--- config.mk ---
export PLATFORM = sky130hd
export DESIGN_NAME = mem_port_arbiter
export DESIGN_NICKNAME = d
export VERILOG_FILES = /design/src/rtl/mem_port_arbiter.sv
export SDC_FILE = /design/constraint.sdc
export NUM_CORES = 1
export LEC_CHECK = 0
export CORE_MARGIN = 5
export CORE_UTILIZATION = 38
export DETAILED_ROUTE_END_ITERATION = 7
export PLACE_DENSITY = 0.88
export SYNTH_ARGS = -nofsm -noshare
export SYNTH_HDL_FRONTEND = slang
export SYNTH_SLANG_ARGS = --single-unit
--- constraint.sdc ---
create_clock -name clk -period 2.8 [get_ports clk]
set_input_delay 0.56 -clock clk [delete_from_list [all_inputs] [get_ports clk]]
set_output_delay 0.56 -clock clk [all_outputs]
set_load 0.01 [all_outputs]
--- src/rtl/mem_port_arbiter.sv ---
// Shared Avalon-MM port controller: arbitrates instruction fetch vs load/store, returns aligned read data.
// Optional macro MEM_TIMEOUT_EN aborts a bus cycle after TIMEOUT_CYCLES consecutive waitrequest cycles.
module mem_port_arbiter #(
  parameter int ADDR_W         = 32,
  parameter int TIMEOUT_CYCLES = 255
) (
  input  logic              clk,
  input  logic              rst,
  input  logic              fetch_req,
  input  logic [ADDR_W-1:0] fetch_addr,
  output logic [31:0]       fetch_rdata,
  output logic              fetch_done,
  input  logic              data_req,
  input  logic              data_we,
  input  logic              data_byte,
  input  logic              data_signed,
  input  logic [ADDR_W-1:0] data_addr,
  input  logic [31:0]       data_wdata,
  output logic [31:0]       data_rdata,
  output logic              data_done,
  output logic              bus_error,
  output logic              stall,
  output logic [ADDR_W-1:0] avm_address,
  output logic              avm_read,
  output logic              avm_write,
  output logic [31:0]       avm_writedata,
  output logic [3:0]        avm_byteenable,
  input  logic [31:0]       avm_readdata,
  input  logic              avm_waitrequest
);

  typedef enum logic [1:0] {IDLE, FETCH_BUS, DATA_BUS, RESP} state_t;

  state_t            state_q, state_d;
  logic              is_data_q, is_data_d;
  logic              err_q, err_d;
  logic [ADDR_W-1:0] addr_q, addr_d;
  logic              we_q, we_d;
  logic              byte_q, byte_d;
  logic              sgn_q, sgn_d;
  logic [31:0]       wdata_q, wdata_d;
  logic [31:0]       rdata_q, rdata_d;
  logic              in_bus;
  logic              data_misal;
  logic              fetch_misal;

`ifdef MEM_TIMEOUT_EN
  localparam int CNT_W = ($clog2(TIMEOUT_CYCLES + 1) > 8) ? $clog2(TIMEOUT_CYCLES + 1) : 8;
  logic [CNT_W-1:0] cnt_q, cnt_d;
`else
  // Timeout support compiled out; the parameter stays so both builds share one interface.
  logic unused_timeout;
  assign unused_timeout = ^32'(TIMEOUT_CYCLES);
`endif

  function automatic logic [31:0] load_result(input logic [31:0] word, input logic [1:0] lane,
                                              input logic is_byte, input logic sgn);
    logic [7:0] b;
    case (lane)
      2'd0:    b = word[7:0];
      2'd1:    b = word[15:8];
      2'd2:    b = word[23:16];
      default: b = word[31:24];
    endcase
    if (!is_byte) return word;
    return {{24{sgn & b[7]}}, b};
  endfunction

  assign data_misal  = ~data_byte & (data_addr[1:0] != 2'b00);
  assign fetch_misal = (fetch_addr[1:0] != 2'b00);

  always_comb begin
    state_d   = state_q;
    is_data_d = is_data_q;
    err_d     = err_q;
    addr_d    = addr_q;
    we_d      = we_q;
    byte_d    = byte_q;
    sgn_d     = sgn_q;
    wdata_d   = wdata_q;
    rdata_d   = rdata_q;
`ifdef MEM_TIMEOUT_EN
    cnt_d     = cnt_q;
`endif
    case (state_q)
      IDLE: begin
`ifdef MEM_TIMEOUT_EN
        cnt_d = '0;
`endif
        // Load/store first: the instruction already in EXEC must retire before the next fetch.
        if (data_req) begin
          is_data_d = 1'b1;
          addr_d    = data_addr;
          we_d      = data_we;
          byte_d    = data_byte;
          sgn_d     = data_signed;
          wdata_d   = data_wdata;
          rdata_d   = '0;
          err_d     = data_misal;
          state_d   = data_misal ? RESP : DATA_BUS;
        end else if (fetch_req) begin
          is_data_d = 1'b0;
          addr_d    = fetch_addr;
          we_d      = 1'b0;
          byte_d    = 1'b0;
          sgn_d     = 1'b0;
          wdata_d   = '0;
          rdata_d   = '0;
          err_d     = fetch_misal;
          state_d   = fetch_misal ? RESP : FETCH_BUS;
        end
      end
      FETCH_BUS, DATA_BUS: begin
        if (!avm_waitrequest) begin
          rdata_d = avm_readdata;
          state_d = RESP;
        end
`ifdef MEM_TIMEOUT_EN
        else if (cnt_q == CNT_W'(TIMEOUT_CYCLES - 1)) begin
          err_d   = 1'b1;
          rdata_d = '0;
          state_d = RESP;
        end else begin
          cnt_d = cnt_q + 1'b1;
        end
`endif
      end
      RESP:    state_d = IDLE;
      default: state_d = IDLE;
    endcase
  end

  always_ff @(posedge clk or posedge rst) begin
    if (rst) begin
      state_q   <= IDLE;
      is_data_q <= 1'b0;
      err_q     <= 1'b0;
`ifdef MEM_TIMEOUT_EN
      cnt_q     <= '0;
`endif
    end else begin
      state_q   <= state_d;
      is_data_q <= is_data_d;
      err_q     <= err_d;
`ifdef MEM_TIMEOUT_EN
      cnt_q     <= cnt_d;
`endif
    end
  end

  // Request payload and captured read word; every consumer is gated by state.
  always_ff @(posedge clk) begin
    addr_q  <= addr_d;
    we_q    <= we_d;
    byte_q  <= byte_d;
    sgn_q   <= sgn_d;
    wdata_q <= wdata_d;
    rdata_q <= rdata_d;
  end

  assign in_bus         = (state_q == FETCH_BUS) || (state_q == DATA_BUS);
  assign avm_read       = (state_q == FETCH_BUS) || ((state_q == DATA_BUS) && !we_q);
  assign avm_write      = (state_q == DATA_BUS) && we_q;
  assign avm_address    = in_bus ? {addr_q[ADDR_W-1:2], 2'b00} : '0;
  assign avm_byteenable = !in_bus ? 4'b0000 : (byte_q ? (4'b0001 << addr_q[1:0]) : 4'b1111);
  assign avm_writedata  = !in_bus ? 32'd0 : (byte_q ? {4{wdata_q[7:0]}} : wdata_q);

  assign fetch_done  = (state_q == RESP) && !is_data_q;
  assign data_done   = (state_q == RESP) && is_data_q;
  assign bus_error   = (state_q == RESP) && err_q;
  assign fetch_rdata = fetch_done ? rdata_q : 32'd0;
  assign data_rdata  = (data_done && !we_q) ? load_result(rdata_q, addr_q[1:0], byte_q, sgn_q) : 32'd0;
  assign stall       = (fetch_req | data_req) & ~(fetch_done | data_done);

endmodule

==> metrics list, run 1 <==
* Number of enable-type register cells in the synthesized netlist: 99
* Die width: 134 µm
- Crit path buf inv count: 2
- Final worst path period share: 0.993
* Remaining global-route overflow: 0
* Yosys cell types: 37
* Maximum number of pins on one net before global-route repair: 56
- The worst setup path is captured at a primary output.
* Total setup violations reported at the end of the flow: 0
- Fraction of final layout cells sized beyond drive strength 1: 0.135
- Clock latency on the worst-skew pair: 0.35 ns
- In this run the static leakage power is 0.00384 µW.
- The setup path with the least slack is of type register to primary output.
- Number of max-cap violations: 0
- Summed over all instances, the cell type with the most area after synthesis is sky130_fd_sc_hd__edfxtp_1.
- Pin placement for this block handled 274 I/O pins.
* Number of standard cells in the layout, taps in and fillers out: 972
- Count of endpoints failing hold in the final timing report: 0
* TritonCTS clock tree: built
- Clock-pin slew was measured on the worst setup and hold paths at 0.07 ns.
- Headroom to the max-slew limit came out at 0.656.
- Tmin final: 2.78 ns
* RSZ-0062 raised after global routing: yes
- Wires add up to 19000 µm.
* Worst EP arrival: 2.22 ns
- First-pass GRT wire length: 28100 µm
* Post-synthesis cell area: 0.00583 mm²
- Number of rows created at floorplan: 45
- Overall power consumption: 9140 µW
- Total number of vias: 4873
* Worst Hold Class: primary input to asynchronous set/reset pin
* ANT cells: 0
- Number of optimization iterations in the first detailed-route pass: 5
- DRC viols: 0
- After legalization and detailed placement, the total HPWL measured 14400 µm.
- Measured along the y axis, the die boundary spans 134 µm.
- Result of the run: finished, final reports clean
* Proportion of netlist area held by the largest area contributor: 0.510
- VDD sags by at most 0.000523 V.
- Root buffer cell: sky130_fd_sc_hd__clkbuf_16
- Flops & latches, synth: 103
* Remaining antenna violation count: 0
* DP Area: 0.00881 mm²
- The number of global-route vias before repair is 5021.
* Total number of H-tree levels: 3
- Among all flip-flop cells after synthesis, the most frequent one is sky130_fd_sc_hd__edfxtp_1.
* Largest cells by area after synthesis: sky130_fd_sc_hd__edfxtp_1 51%, sky130_fd_sc_hd__and2_1 15%, sky130_fd_sc_hd__mux2_2 6.2%
- Part of the Yosys area used for sequential elements: 0.527
- Traced cell by cell, the critical path runs through buf_8 > nand3_1 > a21o_1 > a21oi_1 > clkdlybuf4s50_1.
- Layout-stage area growth over the synthesis result: 58.4%
- CTS Sinks: 103
- Initial antenna violation count: 0
- In this run, post-CTS hold repair placed 0 buffers.
* Transition time of the tightest slew-check pin: 0.515 ns
* Core outline area: 0.0151 mm²
- For this run, the slowest stage of the critical path takes 0.59 ns.
- In the synthesized netlist, the number of instances is 511.
- Of all nets on the critical path, the largest fanout is 17.
- Final total negative setup slack: 0 ns
* Mean area per synthesized cell: 11.4 µm²
- Fin. max-slew vios: 0
- Max Clock Skew: 0.00688 ns
- Endpoint required time on the critical path: 2.24 ns
* Number of buffers inserted by port buffering: 271
* Family with the most delay on the worst path: buffers and inverters
* Average via count per standard cell: 5.01
- Commonest cells in the synthesized netlist: 141 x sky130_fd_sc_hd__and2_1, 99 x sky130_fd_sc_hd__edfxtp_1, 36 x sky130_fd_sc_hd__nand2_1, 32 x sky130_fd_sc_hd__mux2_2, 29 x sky130_fd_sc_hd__a21oi_1
- The congestion estimate from routability-driven global placement came to 0.872.
- In the global route stage, overall resource usage came out at 0.205.
- Count of nets after finishing: 920
* Placed Cells: 950
* Async SR Flop Fraction: 0.0388
- Max Root-Sink Buffers: 2
- Num CTS Buffers: 9
- Once layout is done, the placed cells without fillers occupy 0.00923 mm².
- F_max: 0.360 GHz
- For this block, the initial DRC count from the detailed router was 305.
- The initial utilization of the core area, before any placement, comes to 0.385.
- Die ar.: 0.0179 mm²
- Critical-path cell with the highest stage delay: sky130_fd_sc_hd__clkdlybuf4s50_1
* Wire length per cell: 19.5 µm
* Top-count cell post-synth: sky130_fd_sc_hd__and2_1
- During synthesis, Yosys emitted a total of 0 warnings.
- STA classifies the critical path startpoint as a register.
- Power spread over the standard cell area amounts to 990 mW/mm².
state kept, by name, indices dropped and copies added, names as in the netlist:
| signal | flops |
|---|---|
| addr_q | 32 |
| rdata_q | 32 |
| err_q | 1 |
| is_data_q | 1 |
| state_q | 2 |
| wdata_q | 32 |
| sgn_q | 1 |
| byte_q | 1 |
| we_q | 1 |
metrics by stage:
| step | hold WS, ns | util | setup WS, ns |
|---|---|---|---|
| 3_5_place_dp | 0.513 | 0.582 | 0.241 |
| 5_1_grt | 0.418 | 0.610 | -0.101 |
| 3_3_place_gp | 0.468 | 0.582 | 0.272 |
| 6_report | 0.399 | 0.610 | 0.0197 |
| 2_1_floorplan | 0.326 | - | 0.138 |
| 4_1_cts | 0.387 | 0.602 | -0.0336 |
what timing repair did:
item / 4_1_cts / 5_1_grt
resized for setup: 40 / 30
gates cloned: 0 / 1
pin swaps: 0 / 1
endpoints found under the setup margin: 78 / 63
endpoints found under the hold margin: 0 / 0
setup buffers: 5 / 0
report_power, final:
group	switching [µW]	leakage (µW)	total, µW	internal [µW]
clock	570	0.000144	1270	697
sequential	367	0.000999	2860	2500
combinational	2530	0.00270	5010	2470
cell usage in the layout, fill, tap and decap left out, drive strengths merged, types with 2 or more instances in the layout:
master / netlist / routed
a21o: 4 / 4
a21oi: 29 / 29
a221oi: 4 / 4
a222oi: 2 / 2
a22o: 2 / 2
a2bb2oi: 3 / 3
and2: 141 / 141
buf: 19 / 28
clkbuf: 24 / 12
clkdlybuf4s50: 0 / 214
clkinv: 0 / 3
conb: 1 / 2
dfrtp: 4 / 4
dlygate4sd2: 0 / 34
dlymetal6s2s: 0 / 22
edfxtp: 99 / 99
ha: 5 / 5
inv: 8 / 9
mux2: 33 / 33
mux2i: 26 / 26
nand2: 36 / 36
nand2b: 6 / 6
nand3: 4 / 4
nor2: 17 / 17
nor3: 2 / 2
nor4: 28 / 28
o21a: 4 / 4
o21ai: 3 / 3
layer usage:
| metal | vias to the layer above | wire length [µm] | global-route usage |
|---|---|---|---|
| met1 | 2279 | 6970 | 0.234 |
| met4 | 0 | 307 | 0.0606 |
| li1 | 2336 | - | - |
| met3 | 19 | 1860 | 0.0664 |
| met2 | 239 | 9810 | 0.365 |
| met5 | - | 0 | 0 |
cell families (layout without fill, tap and decap cells):
kind of cell    after synthesis  after routing  synth area share
simple gates                235            235             0.249
flops                       103            103             0.527
mux                          59             59             0.108
compound gates               57             57            0.0644
buf+inv                      51            323            0.0401
fa+ha+maj                     5              5            0.0107
other cells                   1              2          0.000643
area by class of cell:
class                      count  area (µm²)
tap                          188         235
timing repair buffer         299        3030
clock buffer                  11         233
sequential                   103        3070
fill                        1221        5910
multi-input combinational    358        2580
inverter                       8        32.5
clock inverter                 5        57.6
final timing paths:
path | start | to | slack (ns) | depth (start not counted)
max | byte_q$_SDFFCE_PN0P_ | data_rdata[3] | 0.02 | 5
max reg2reg | state_q[1]$_DFFE_PP0P_ | rdata_q[26]$_SDFFCE_PP0P_ | 0.83 | 6
min | rst | err_q$_DFFE_PP0P_ | 0.40 | 2
min reg2reg | err_q$_DFFE_PP0P_ | err_q$_DFFE_PP0P_ | 0.52 | 2
min in group clk | err_q$_DFFE_PP0P_ | err_q$_DFFE_PP0P_ | 0.52 | 2
max in group asynchronous | rst | state_q[0]$_DFFE_PP0P_ | 2.25 | 2
Power figures use the tool's default switching activity.
==> inputs of run 2 (changes only) <==
--- a/config.mk
+++ b/config.mk
@@ -5,9 +5,11 @@
 export SDC_FILE = /design/constraint.sdc
 export NUM_CORES = 1
 export LEC_CHECK = 0
+export CORE_ASPECT_RATIO = 1.5
 export CORE_MARGIN = 5
 export CORE_UTILIZATION = 38
 export DETAILED_ROUTE_END_ITERATION = 7
+export HOLD_SLACK_MARGIN = 0.05
 export PLACE_DENSITY = 0.88
 export SYNTH_ARGS = -nofsm -noshare
 export SYNTH_HDL_FRONTEND = slang
==> run 2 against run 1 <==
  * Design area grew 0.84%
  * Die area grew 0.29%
  * Largest power group unchanged
  * Fmax shrank 0.16%
  * Critical path depth is the same
  * Non-clock buffer count grew 5
  * Highest routed layer unchanged
  * Clock-buffer cell count shrank 2
  * Combinational power is essentially flat
  * First-iteration DRC count shrank 12%
  * Worst setup slack lost 0.0044 ns
  * Total power grew 0.75%
  * Sequential power is essentially flat
  * Register-to-register slack is essentially flat
==> metrics list, run 2 (synthesis results as in run 1) <==
* Via count of the first global-routing pass: 5204 (+3.6%)
* Count of endpoints failing hold in the final timing report: 0 (unchanged)
- The placed instance count came to 962 (+1.3%).
- Fraction of final layout cells sized beyond drive strength 1: 0.144 (+0.00928)
- The count of max-cap constraint violations came to 0 (unchanged).
* Pwr per Cell Area: 989 mW/mm² (about the same)
- Number of optimization iterations in the first detailed-route pass: 4 (-1)
* Max Root-Sink Buffers: 2 (unchanged)
* Number of design-rule violations left by the first detailed-router iteration: 269 (-12%)
- The clock transition at the register clock pins on the worst setup and hold paths after CTS came to 0.07 ns (about the same).
- The measured slew at the worst slew-check pin came to 0.530 ns (+0.0149 ns).
* Wire length per cell: 19.2 µm (-1.7%)
* Sort of element at the start of the critical path: register
- The critical path goes through buf_4 > nand3_1 > a21o_1 > a21oi_2 > clkdlybuf4s50_1.
- Die width: 111 µm (-17%)
- Clock tree synthesis selected as its root buffer the cell sky130_fd_sc_hd__clkbuf_16.
- Final total negative setup slack: 0 ns (unchanged)
- The total global-route track usage came to 0.204 (-0.00104).
- First-pass GRT wire length: 28600 µm (+1.8%)
- The total of endpoints with negative setup slack in the final report is 0 (unchanged).
- Initial antenna violation count: 0 (unchanged)
- Final WS setup: 0.0153 ns (-0.00438 ns)
- Worst EP arrival: 2.22 ns (about the same)
- Final worst path period share: 0.995 (+0.00156)
- F_max: 0.359 GHz (-0.16%)
- Count of nets after finishing: 925 (+0.54%)
- Count of boundary I/O pins: 274 (unchanged)
* Number of standard cells in the layout, taps in and fillers out: 988 (+1.6%)
- The worst-skew pair later-pin latency was 0.34 ns (about the same).
- The quantity of hold-fixing buffers added after cts was 0 (unchanged).
- RSZ-0062 raised after global routing: yes
* Worst-path fanout max: 18 (+1)
- The minimum setup slack after placement is 0.0802 ns (-0.160 ns).
* Sum of routed wire length over all layers: 18900 µm (about the same)
- Layout-stage area growth over the synthesis result: 59.7%
- The per-cell via count in the routed design was 4.94 (-1.5%).
- Detailed placement HPWL: 15000 µm (+3.8%)
- Critical-path cell with the highest stage delay: sky130_fd_sc_hd__clkdlybuf4s50_1
- The post-route total power was 9210 µW (+0.75%).
* Initial Utilization: 0.387 (+0.00192)
- The number of port buffers came to 271 (unchanged).
* CTS Sinks: 103 (unchanged)
* Endpoint required time on the critical path: 2.24 ns (about the same)
- Result of the run: finished, final reports clean
* Fin. max-slew vios: 0 (unchanged)
- Remaining antenna violation count: 0 (unchanged)
- The largest registers in the layout are addr_q x32, rdata_q x32, wdata_q x32.
* Leakage dissipation: 0.00384 µW (about the same)
* Normalized max-slew margin: 0.646 (-0.00994)
- The TritonCTS buffer count was 9 (unchanged).
* Number of rows created at floorplan: 55 (+22%)
* Core outline area: 0.0151 mm² (-0.50%)
* Final weighted congestion of routability-driven global placement: 0.858 (-1.6%)
* Die ar.: 0.0180 mm² (+0.29%)
- The worst setup path is captured at a primary output.
* ANT cells: 0 (unchanged)
- The delay of the slowest cell on the worst path was 0.55 ns (-0.04 ns).
- The H-tree depth is 3 (unchanged).
* R2R Path Start: state_q[0]$_DFFE_PP0P_
- Crit Path Category: register to primary output
- Origin of the worst setup path: byte_q$_SDFFCE_PN0P_
* DRC viols: 0 (unchanged)
* Chip Height: 162 µm (+21%)
- TritonCTS built the clock tree.
* Peak VDD IR: 0.000724 V (+39%)
* Worst Hold Class: primary input to asynchronous set/reset pin
- The total overflow reported by the global router was 0 (unchanged).
* Most common cell after layout, fill and taps aside: sky130_fd_sc_hd__clkdlybuf4s50_1
- Top library cells by usage in the layout, fill and taps aside: 219 x sky130_fd_sc_hd__clkdlybuf4s50_1, 141 x sky130_fd_sc_hd__and2_1, 99 x sky130_fd_sc_hd__edfxtp_1, 35 x sky130_fd_sc_hd__nand2_1, 32 x sky130_fd_sc_hd__mux2_2
* Total number of vias: 4881 (+0.16%)
- Tmin final: 2.78 ns (+0.00438 ns)
* Max Clock Skew: 0.00998 ns (+0.00309 ns)
- Maximum number of pins on one net before global-route repair: 53 (-5.4%)
## run 2: worst paths after layout
check                                           end  slack (ns)  cells after the start
max in group asynchronous         err_q$_DFFE_PP0P_        2.23                      2
max                                   data_rdata[6]        0.02                      5
min in group clk                  err_q$_DFFE_PP0P_        0.48                      2
max reg2reg                rdata_q[7]$_SDFFCE_PP0P_        0.83                      6
min reg2reg                       err_q$_DFFE_PP0P_        0.48                      2
min                          state_q[0]$_DFFE_PP0P_        0.41                      2
## run 2: power breakdown
group          leakage (µW)  internal, µW  switching, µW  total (µW)
combinational       0.00269          2460           2520        4980
clock              0.000160           796            579        1370
sequential         0.000999          2500            352        2850
total               0.00384          5750           3450        9210
## run 2: per-layer routing
layer | share of wire | global-route usage
met1 | 0.35 | 0.212
met2 | 0.55 | 0.392
met3 | 0.054 | 0.0417
met4 | 0.042 | 0.0880
met5 | 0 | 0
## run 2: what timing repair did
item / in CTS / in global routing
cloned: 0 / 0
setup endpoints to repair: 41 / 82
buffers inserted: 4 / 6
resized for setup: 34 / 28
## run 2: stage by stage
step                cell area (µm²)   util  hold slack [ns]
floorplan                      5840      -            0.326
CTS                            9180  0.609            0.391
global placement               8840  0.587            0.462
finish                         9310  0.618            0.408
global route                   9310  0.618            0.420
detailed placement             8840  0.587            0.467
## run 2: worst max-delay path, delay by kind of cell (launching register included)
| kind | cells | cell delay (ns) |
|---|---|---|
| buffers and inverters | 2 | 0.89 |
| flip-flops | 1 | 0.51 |
| AO/OA/AOI/OAI | 2 | 0.37 |
| AND/OR/NAND/NOR | 1 | 0.12 |
## run 2: area by class of cell
cell class / count / area, µm²
Fill cell: 1191 / 5760
Sequential cell: 103 / 3070
Timing Repair Buffer: 304 / 3050
Multi-Input combinational cell: 358 / 2580
Tap cell: 199 / 249
Clock buffer: 9 / 225
Clock inverter: 7 / 101
Inverter: 8 / 30.0
